`src/rtl/jpeg_pkg.sv`:
```
// Shared JPEG pipeline types: block/format tags, framebuffer writer states and
// the framebuffer address helper.
package jpeg_pkg;

  typedef enum logic [1:0] {
    BLK_Y  = 2'd0,
    BLK_CB = 2'd1,
    BLK_CR = 2'd2
  } block_type_e;

  typedef enum logic [1:0] {
    FMT_MONO   = 2'd0,
    FMT_YUV420 = 2'd1,
    FMT_YUV422 = 2'd2,
    FMT_YUV444 = 2'd3
  } jpeg_format_e;

  typedef enum logic [2:0] {
    FBW_IDLE      = 3'd0,
    FBW_START     = 3'd1,
    FBW_WAIT_BUSY = 3'd2,
    FBW_RUN       = 3'd3,
    FBW_DRAIN     = 3'd4,
    FBW_ABORT     = 3'd5
  } fbw_state_e;

  localparam int unsigned PIX_BYTES = 4;

  // Byte address of pixel (x,y); 32-bit arithmetic that wraps modulo 2^32.
  function automatic logic [31:0] fb_addr(input logic [31:0] base,
                                          input logic [15:0] stride,
                                          input logic [15:0] x,
                                          input logic [15:0] y);
    return base + (32'(y) * 32'(stride)) + (32'(x) * 32'(PIX_BYTES));
  endfunction

endpackage

```
`src/rtl/jpeg_fb_fifo.sv`:
```
// Show-ahead write buffer for the framebuffer writer. The flush input keeps
// only the head entry (so a request already on the bus can complete) and drops
// everything behind it.
module jpeg_fb_fifo #(
  parameter int unsigned DEPTH = 4,
  parameter int unsigned AW    = 2,
  parameter int unsigned W     = 64
) (
  input  logic          clk_i,
  input  logic          rst_i,
  input  logic          push_i,
  input  logic [W-1:0]  data_i,
  input  logic          pop_i,
  input  logic          flush_i,
  output logic [W-1:0]  data_o,
  output logic          empty_o,
  output logic          full_o,
  output logic [AW:0]   level_o
);

  logic [W-1:0]  mem [DEPTH];
  logic [AW-1:0] rd_ptr;
  logic [AW-1:0] wr_ptr;
  logic [AW:0]   level;
  logic          do_push;
  logic          do_pop;

  assign empty_o = (level == '0);
  assign full_o  = (level == (AW+1)'(DEPTH));
  assign level_o = level;
  assign data_o  = mem[rd_ptr];
  assign do_push = push_i && !full_o && !flush_i;
  assign do_pop  = pop_i && !empty_o;

  // Storage write; contents are qualified by level so no reset is needed.
  always_ff @(posedge clk_i) begin
    if (do_push) mem[wr_ptr] <= data_i;
  end

  // Pointer and level bookkeeping, with head-preserving flush.
  always_ff @(posedge clk_i or negedge rst_i) begin
    if (!rst_i) begin
      rd_ptr <= '0;
      wr_ptr <= '0;
      level  <= '0;
    end else if (flush_i) begin
      if (do_pop || empty_o) begin
        rd_ptr <= rd_ptr + AW'(do_pop);
        wr_ptr <= rd_ptr + AW'(do_pop);
        level  <= '0;
      end else begin
        wr_ptr <= rd_ptr + AW'(1);
        level  <= (AW+1)'(1);
      end
    end else begin
      if (do_push) wr_ptr <= wr_ptr + AW'(1);
      if (do_pop)  rd_ptr <= rd_ptr + AW'(1);
      level <= level + (AW+1)'(do_push) - (AW+1)'(do_pop);
    end
  end

endmodule

```
`src/rtl/jpeg_fb_writer.sv`:
```
// Frame-level framebuffer writer: starts a decode, consumes clipped pixels,
// buffers {addr,data} writes and reports completion once everything drained.
module jpeg_fb_writer
  import jpeg_pkg::*;
#(
  parameter int unsigned FIFO_DEPTH  = 4,
  parameter int unsigned FIFO_ADDR_W = 2
) (
  input  logic        clk_i,
  input  logic        rst_i,
  input  logic        cfg_start_i,
  input  logic        cfg_abort_i,
  input  logic [31:0] cfg_base_i,
  input  logic [15:0] cfg_stride_i,
  output logic        img_start_o,
  input  logic        img_idle_i,
  input  logic        pix_v_i,
  input  logic [15:0] pix_x_i,
  input  logic [15:0] pix_y_i,
  input  logic [15:0] pix_width_i,
  input  logic [15:0] pix_height_i,
  input  logic [7:0]  pix_r_i,
  input  logic [7:0]  pix_g_i,
  input  logic [7:0]  pix_b_i,
  output logic        pix_yumi_o,
  output logic        mem_v_o,
  output logic [31:0] mem_addr_o,
  output logic [31:0] mem_data_o,
  input  logic        mem_ready_i,
  output logic        busy_o,
  output logic        done_o,
  output logic [31:0] wr_count_o,
  output logic [31:0] drop_count_o
);

  fbw_state_e           state;
  logic [31:0]          base;
  logic [15:0]          stride;
  logic [63:0]          fifo_head;
  logic [63:0]          push_data;
  logic                 fifo_empty;
  logic                 fifo_full;
  logic [FIFO_ADDR_W:0] fifo_level;
  logic                 in_bounds;
  logic                 push;
  logic                 pop;
  logic                 start_ok;
  logic                 drain_done;
  logic                 abort_done;

  assign in_bounds  = (pix_x_i < pix_width_i) && (pix_y_i < pix_height_i);
  assign pix_yumi_o = (state == FBW_RUN) && pix_v_i && !fifo_full;
  assign push       = pix_yumi_o && in_bounds;
  assign pop        = mem_v_o && mem_ready_i;
  assign push_data  = {fb_addr(base, stride, pix_x_i, pix_y_i),
                       8'h00, pix_r_i, pix_g_i, pix_b_i};
  assign start_ok   = (state == FBW_IDLE) && cfg_start_i && !cfg_abort_i;

  // No pushes happen in DRAIN/ABORT, so "empty after this edge" only depends
  // on the pop; in ABORT the flush has already cut the buffer to the head.
  assign drain_done = fifo_empty || (pop && (fifo_level == (FIFO_ADDR_W+1)'(1)));
  assign abort_done = fifo_empty || pop;

  assign mem_v_o    = !fifo_empty;
  assign mem_addr_o = fifo_empty ? '0 : fifo_head[63:32];
  assign mem_data_o = fifo_empty ? '0 : fifo_head[31:0];

  jpeg_fb_fifo #(
    .DEPTH (FIFO_DEPTH),
    .AW    (FIFO_ADDR_W),
    .W     (64)
  ) u_fifo (
    .clk_i   (clk_i),
    .rst_i   (rst_i),
    .push_i  (push),
    .data_i  (push_data),
    .pop_i   (pop),
    .flush_i (state == FBW_ABORT),
    .data_o  (fifo_head),
    .empty_o (fifo_empty),
    .full_o  (fifo_full),
    .level_o (fifo_level)
  );

  // Frame control FSM with registered start/busy/done outputs.
  always_ff @(posedge clk_i or negedge rst_i) begin
    if (!rst_i) begin
      state       <= FBW_IDLE;
      base        <= '0;
      stride      <= '0;
      img_start_o <= 1'b0;
      busy_o      <= 1'b0;
      done_o      <= 1'b0;
    end else begin
      img_start_o <= 1'b0;
      done_o      <= 1'b0;
      unique case (state)
        FBW_IDLE: begin
          if (start_ok) begin
            base        <= cfg_base_i;
            stride      <= cfg_stride_i;
            state       <= FBW_START;
            img_start_o <= 1'b1;
            busy_o      <= 1'b1;
          end
        end
        FBW_START: begin
          state <= cfg_abort_i ? FBW_ABORT : FBW_WAIT_BUSY;
        end
        FBW_WAIT_BUSY: begin
          if (cfg_abort_i)      state <= FBW_ABORT;
          else if (!img_idle_i) state <= FBW_RUN;
        end
        FBW_RUN: begin
          if (cfg_abort_i)                  state <= FBW_ABORT;
          else if (img_idle_i && !pix_v_i) state <= FBW_DRAIN;
        end
        FBW_DRAIN: begin
          if (cfg_abort_i) begin
            state <= FBW_ABORT;
          end else if (drain_done) begin
            state  <= FBW_IDLE;
            busy_o <= 1'b0;
            done_o <= 1'b1;
          end
        end
        FBW_ABORT: begin
          if (abort_done) begin
            state  <= FBW_IDLE;
            busy_o <= 1'b0;
          end
        end
        default: begin
          state  <= FBW_IDLE;
          busy_o <= 1'b0;
        end
      endcase
    end
  end

  // Per-frame write and clip counters, cleared by an accepted start.
  always_ff @(posedge clk_i or negedge rst_i) begin
    if (!rst_i) begin
      wr_count_o   <= '0;
      drop_count_o <= '0;
    end else if (start_ok) begin
      wr_count_o   <= '0;
      drop_count_o <= '0;
    end else begin
      if (pop)                       wr_count_o   <= wr_count_o + 32'd1;
      if (pix_yumi_o && !in_bounds)  drop_count_o <= drop_count_o + 32'd1;
    end
  end

endmodule

```
`config.mk`:
```
export PLATFORM = sky130hd
export DESIGN_NAME = jpeg_fb_writer
export DESIGN_NICKNAME = d
export VERILOG_FILES = /design/src/rtl/jpeg_pkg.sv /design/src/rtl/jpeg_fb_fifo.sv /design/src/rtl/jpeg_fb_writer.sv
export SDC_FILE = /design/constraint.sdc
export NUM_CORES = 1
export LEC_CHECK = 0
export BUFFER_PORTS_ARGS = -buffer_cell sky130_fd_sc_hd__buf_2
export CAP_MARGIN = 15
export CORE_UTILIZATION = 25
export CTS_CLUSTER_DIAMETER = 80
export DETAILED_ROUTE_END_ITERATION = 7
export PLACE_DENSITY = 0.51
export REMOVE_ABC_BUFFERS = 1
export SLEW_MARGIN = 20
export SYNTH_ARGS = -nofsm -noshare
export SYNTH_HDL_FRONTEND = slang
export SYNTH_SLANG_ARGS = --single-unit
```
`constraint.sdc`:
```
create_clock -name clk_i -period 9 [get_ports clk_i]
set_input_delay 1.8 -clock clk_i [delete_from_list [all_inputs] [get_ports clk_i]]
set_output_delay 1.8 -clock clk_i [all_outputs]
set_load 0.1 [all_outputs]
```
Word-level counts from Yosys, hierarchy flattened

Memory sizes are Yosys's and may differ from the RTL's.
Index checks and enable logic that the tools add are counted.

Flip-flop bits (word level): 125
Bits in latches: 0
Memory bits (writable): 224
Bits in read-only memories: 0
Bits of input ports: 143
Output and inout port bits: 133
Logic and storage cells: 109
Memories kept: 1

Memories:

| name       | words | width | read ports | clocked after Yosys merged registers in | write ports | line               | source |
|---|---|---|---|---|---|---|---|
| u_fifo.mem | 4     | 56    | 1          | 0                                       | 1           | jpeg_fb_fifo.sv:21 | `logic [W-1:0] mem [DEPTH];` |

Add/sub/neg operators: 9
Multiply operators: 1
Divide/modulo/power cells: 0
Order comparisons: 2
Eq/ne operators: 15
Shifts and indexed selects: 0
Multiplexer cells: 36
Bitwise logic cells: 1
Reductions and logical operators: 33

Operator list:

| cell                  | number |
|---|---|
| $mux 32               | 6 |
| $add 32x1->32 const B | 2 |
| $add 32x18->32        | 1 |
| $add 32x32->32        | 1 |
| $lt 16x16->1          | 2 |
| $mul 16x16->32        | 1 |
| $mux 3                | 10 |
| $pmux 3 s6            | 1 |
| $logic_and 1x1->1     | 13 |
| $mux 1                | 12 |
| $mux 2                | 6 |
| $ne 2x2->1 const B    | 5 |
| $reduce_and 5->1      | 2 |
| $eq 3x3->1 const B    | 3 |
| $reduce_bool 2->1     | 4 |
| $eq 3x1->1 const B    | 2 |
| $eq 3x2->1 const B    | 2 |
| $logic_not 1->1       | 6 |
| $logic_not 3->1       | 2 |
| $ne 3x3->1 const B    | 2 |
| $add 2x1->2 const B   | 2 |
| $pmux 1 s4            | 1 |
| $reduce_and 2->1      | 2 |
| $add 3x1->3           | 1 |
| other kinds (6)       | 8 |

Logic depth before layout (Yosys ltp)

Depth after elaboration: 9
Mapped depth: 24
Depth with buffers taken out: 22

Cells and area by module

From an unflattened synthesis, not the netlist that was laid out.

Cells, all modules: 2329
Area total of the unflattened synthesis: 26427.8 µm²

By module, submodules not included:

| module         | instances | cells an instance | area an instance (µm²) | sequential area each (µm²) |
|---|---|---|---|---|
| jpeg_fb_writer | 1         | 1946              | 16686.0                | 2952.8 |
| jpeg_fb_fifo   | 1         | 383               | 9741.8                 | 7862.5 |

Worst setup path before layout

OpenSTA, ideal clock, no wires.

Path kind: input to register
Start point: input pix_y_i[7]
End point: memory u_fifo.mem[0][55] (netlist bit), data pin
Library setup time: 225 ps
Arrival: 7370 ps
Required time: 8775 ps
Slack: 1405 ps
Cell stages on the path: 22
Cells stage by stage: clkbuf_1 -> nand2_1 -> fa_1 -> inv_1 -> fa_1 -> inv_1 -> fa_1 -> inv_1 -> fa_1 -> fa_1 -> inv_1 -> fa_1 -> inv_1 -> ha_1 -> a21o_1 -> a211oi_1 -> o221ai_1 -> o21ai_0 -> a21oi_1 -> a221oi_1 -> o21ai_0 -> a311oi_1

Longest elaborated chain between the ends: 3

Ends and longest elaborated chain:

| item              | line                 | source |
|---|---|---|
| from (decl)       | jpeg_fb_writer.sv:19 | `input logic [15:0] pix_y_i,` |
| $mul 16x16->32    | jpeg_pkg.sv:34       | `return base + (32'(y) * 32'(stride)) + (32'(x) * 32'(PIX_BYTES));` |
| $add 32x32->32    | jpeg_pkg.sv:34       |  |
| $add 32x18->32    | jpeg_pkg.sv:34       |  |
| net push_data[63] | jpeg_fb_writer.sv:40 | `logic [63:0] push_data;` |
| to (decl)         | jpeg_fb_fifo.sv:21   |  |

The timed path passes the listed nets, and every way through them passes these cells.

Worst setup path after layout

Same ends and word-level chain as after synthesis.

==> summary.md <==
| Metric | Value |
|---|---|
| Outcome | `finished, final reports clean` |
| Synth-to-Final Area Change | `16.8%` |
| RSZ-0062 raised after global routing | `false` |
| Tot GR Track Use | `12.5%` |
| Layout cell share with drive strength beyond 1 | `17.2%` |
| Mapped Avg Cell Area | `11.1 um^2` |
| Clock Skew | `0.0298 ns` |
| Die H | `317 um` |
| Post-synthesis adder-cell area fraction | `26.4%` |
| Post-synth EDFFs | `224` |
| Vias in the first global route | `16766` |
| Post-cts sizing count | `0` |
| Largest family of logic cells by synthesized area | `adder cells` |
| Post-Syn Area | `24900 um^2` |
| Initial Utilization | `25.3%` |
| Core area | `98400 um^2` |
| Synth warn | `0` |
| Crit path max fanout | `17` |
| Class of the worst hold path | `reg -> reg` |
| Die ar. | `101000 um^2` |
| Compound-cell area share of the yosys netlist | `4.52%` |
| Post-synth top area share | `27.1%` |
| Total number of vias | `16405` |
| Fmax | `0.128 GHz` |
| # rows | `115` |
| Number of library cell types mapped by synthesis | `63` |
| Synth Area in Simple Gates | `14.2%` |
| Fin crit period | `7.80 ns` |
| First-pass GRT wire length | `97500 um` |
| Placed wire-length estimate | `46400 um` |
| Buf+Inv Stages, Crit Path | `6` |
| Critical setup path kind | `in -> reg` |
| Post-synthesis mux area share | `5.56%` |
| Num ports | `276` |
| CTS tree | `yes` |
| CTS Buffer Depth | `3` |
| Largest net degree at the start of global routing | `86` |
| Worst EP required | `9.31 ns` |
| Worst Path Arrival | `8.10 ns` |
| CTS Buf Count | `45` |
| Tcrit/Tclk final | `86.6%` |
| CP max stage delay | `0.56 ns` |
| Most frequent cells in the layout | `386 x inv_1, 337 x nand2_1, 266 x buf_2` |
| TritonRoute pass-1 iters | `5` |
| H-tree Lvls | `2` |
| Startpoint types | `input port` |
| # clock sinks | `349` |
| DRT Wirelength | `63300 um` |
| Commonest non-fill, non-tap cell in the layout | `inv_1` |
| IO buf count | `267` |
| Ys flop type | `edfxtp_1` |
| Final setup TNS | `0 ns` |
| Chip Width | `317 um` |
| Slew Limit Fails | `0` |
| Post-layout util | `29.5%` |
| Vias per inst | `4.32` |
| Final setup fails | `0` |
| Post-synthesis sequential element count | `349` |
| Post-route ant nets | `0` |
| Slew HR | `36.2%` |
| Slowest-stage cell, CP | `fa_1` |
| CP delay by family, top | `adder cells` |
| Non-filler cells, final | `3799` |
| Grt total ovfl | `0` |
| # Post-CTS Setup Buffers | `0` |
| Mapped Cells | `2243` |
| CP Cell Sequence | `buf_2 -> nand2_1 -> fa_1 -> inv_1 -> fa_1 -> inv_1 -> fa_1 -> inv_1 -> fa_1 -> fa_1 -> inv_1 -> fa_1 -> inv_1 -> ha_1 -> a21o_1 -> a211oi_1 -> o221ai_1 -> o21ai_0 -> a21oi_1 -> a221oi_1 -> o21ai_0 -> a311oi_1` |
| Placed Cells | `3717` |
| Diodes inserted | `0` |
| Ys async rst share | `35.8%` |
| Nets | `3000` |
| Critical Path End Type | `flop` |
| Clock-pin slew on the worst setup and hold paths | `0.06 ns` |
| Max_cap viols | `0` |
| Largest area contributor in the netlist | `edfxtp_1` |
| Avg WL per Cell | `16.7 um` |
| Area contributors post-synth | `edfxtp_1 27%, fa_1 19%, dfrtp_1 13%` |
| Worst-Margin Slew | `0.957 ns` |
| DRT iter0 DRCs | `928` |
| Crit path top cell by count | `fa_1` |
| CTS root buf | `clkbuf_16` |
| Gp weighted congestion | `0.799` |
| Final Hold Vio Count | `0` |
| Hold Buf Count CTS | `0` |
| Sequential share of the synthesized area | `39.6%` |
| Drc violations | `0` |
| Initial antenna violation count | `1` |
| Clk_lat worst skew | `0.58 ns` |
| Synth Area in XOR/XNOR | `2.08%` |
## flip-flops by register name, indices dropped and copies added, names as in the netlist, 2 cells and up
| signal | cells |
|---|---|
| drop_count_o | 32 |
| u_fifo.wr_ptr | 2 |
| u_fifo.rd_ptr | 2 |
| state | 3 |
| base | 32 |
| wr_count_o | 32 |
| stride | 16 |
| u_fifo.level_o | 3 |
| u_fifo.mem | 224 |
## cells by family after synthesis
family                     after synthesis
xor gates and xnor gates                59
adders and majority gates              380
muxes                                   68
buffers and inverters                  489
AOI/OAI and AO/OA                      177
and+or+nand+nor                        720
DFF                                    349
other                                    1
## stage by stage
step           hold slack, ns  cell area, um^2  worst slack, ns
3_5_place_dp            0.459            27600            0.608
3_3_place_gp            0.457            27600            0.736
5_1_grt                 0.517            29000            0.920
6_report                0.469            29000             1.20
4_1_cts                 0.474            29000             1.22
2_1_floorplan           0.450            24500             1.69
## worst min-delay path, cell delays in order, from the launching register on
cell and delay (ns):
dfrtp_1 0.34, nand2_1 0.05, nand2_1 0.05
## Yosys cell counts, drive strengths merged (2+ instances only)
cell type / instances
xor2: 28
nor4: 2
o21a: 3
nand2: 337
o2111ai: 2
nand4: 22
o21bai: 4
a211oi: 4
a221oi: 2
buf: 20
nor3: 15
o31ai: 12
a31oi: 7
xnor2: 31
fa: 242
nor2b: 8
and4: 2
or2: 3
nand2b: 13
dfrtp: 125
nor2: 50
clkbuf: 81
a21oi: 48
o211ai: 17
nand3: 36
a211o: 2
ha: 138
edfxtp: 224
mux4: 56
inv: 388
or4: 19
and2: 179
mux2i: 12
or3: 8
o21ai: 43
a21o: 22
and3: 23
## path summary, 6_finish.rpt
check | slack, ns | endpoint | cells past startpoint | from
max in group asynchronous | 6.49 | base[2] | 2 | rst_i
min in group asynchronous | 1.28 | wr_count_o[29] | 1 | rst_i
max | 1.20 | u_fifo.mem[0][55] | 22 | pix_y_i[7]
min reg2reg | 0.47 | busy_o | 2 | busy_o
max reg2reg | 1.85 | u_fifo.mem[0][55] | 21 | stride[8]
min | 0.47 | busy_o | 2 | busy_o
## metal layers
layer	track usage [%]	vias to the layer above	share of wire [%]
met5	0	-	0
met4	3.19	0	2.0
met3	2.15	72	4.4
met2	21.1	272	49
met1	16.6	8314	45
li1	-	7747	-
## layout make-up
class,count,area [um^2]
tap,1287,1610
sequential,349,9860
fill,10291,69400
clock buffer,52,1190
inverter,388,1460
multi-input combinational,1412,13200
clock inverter,30,287
timing repair buffer,281,1450
Power is not shown: default switching activity piles up to over one toggle a cycle in this logic, so the estimate is an artifact.
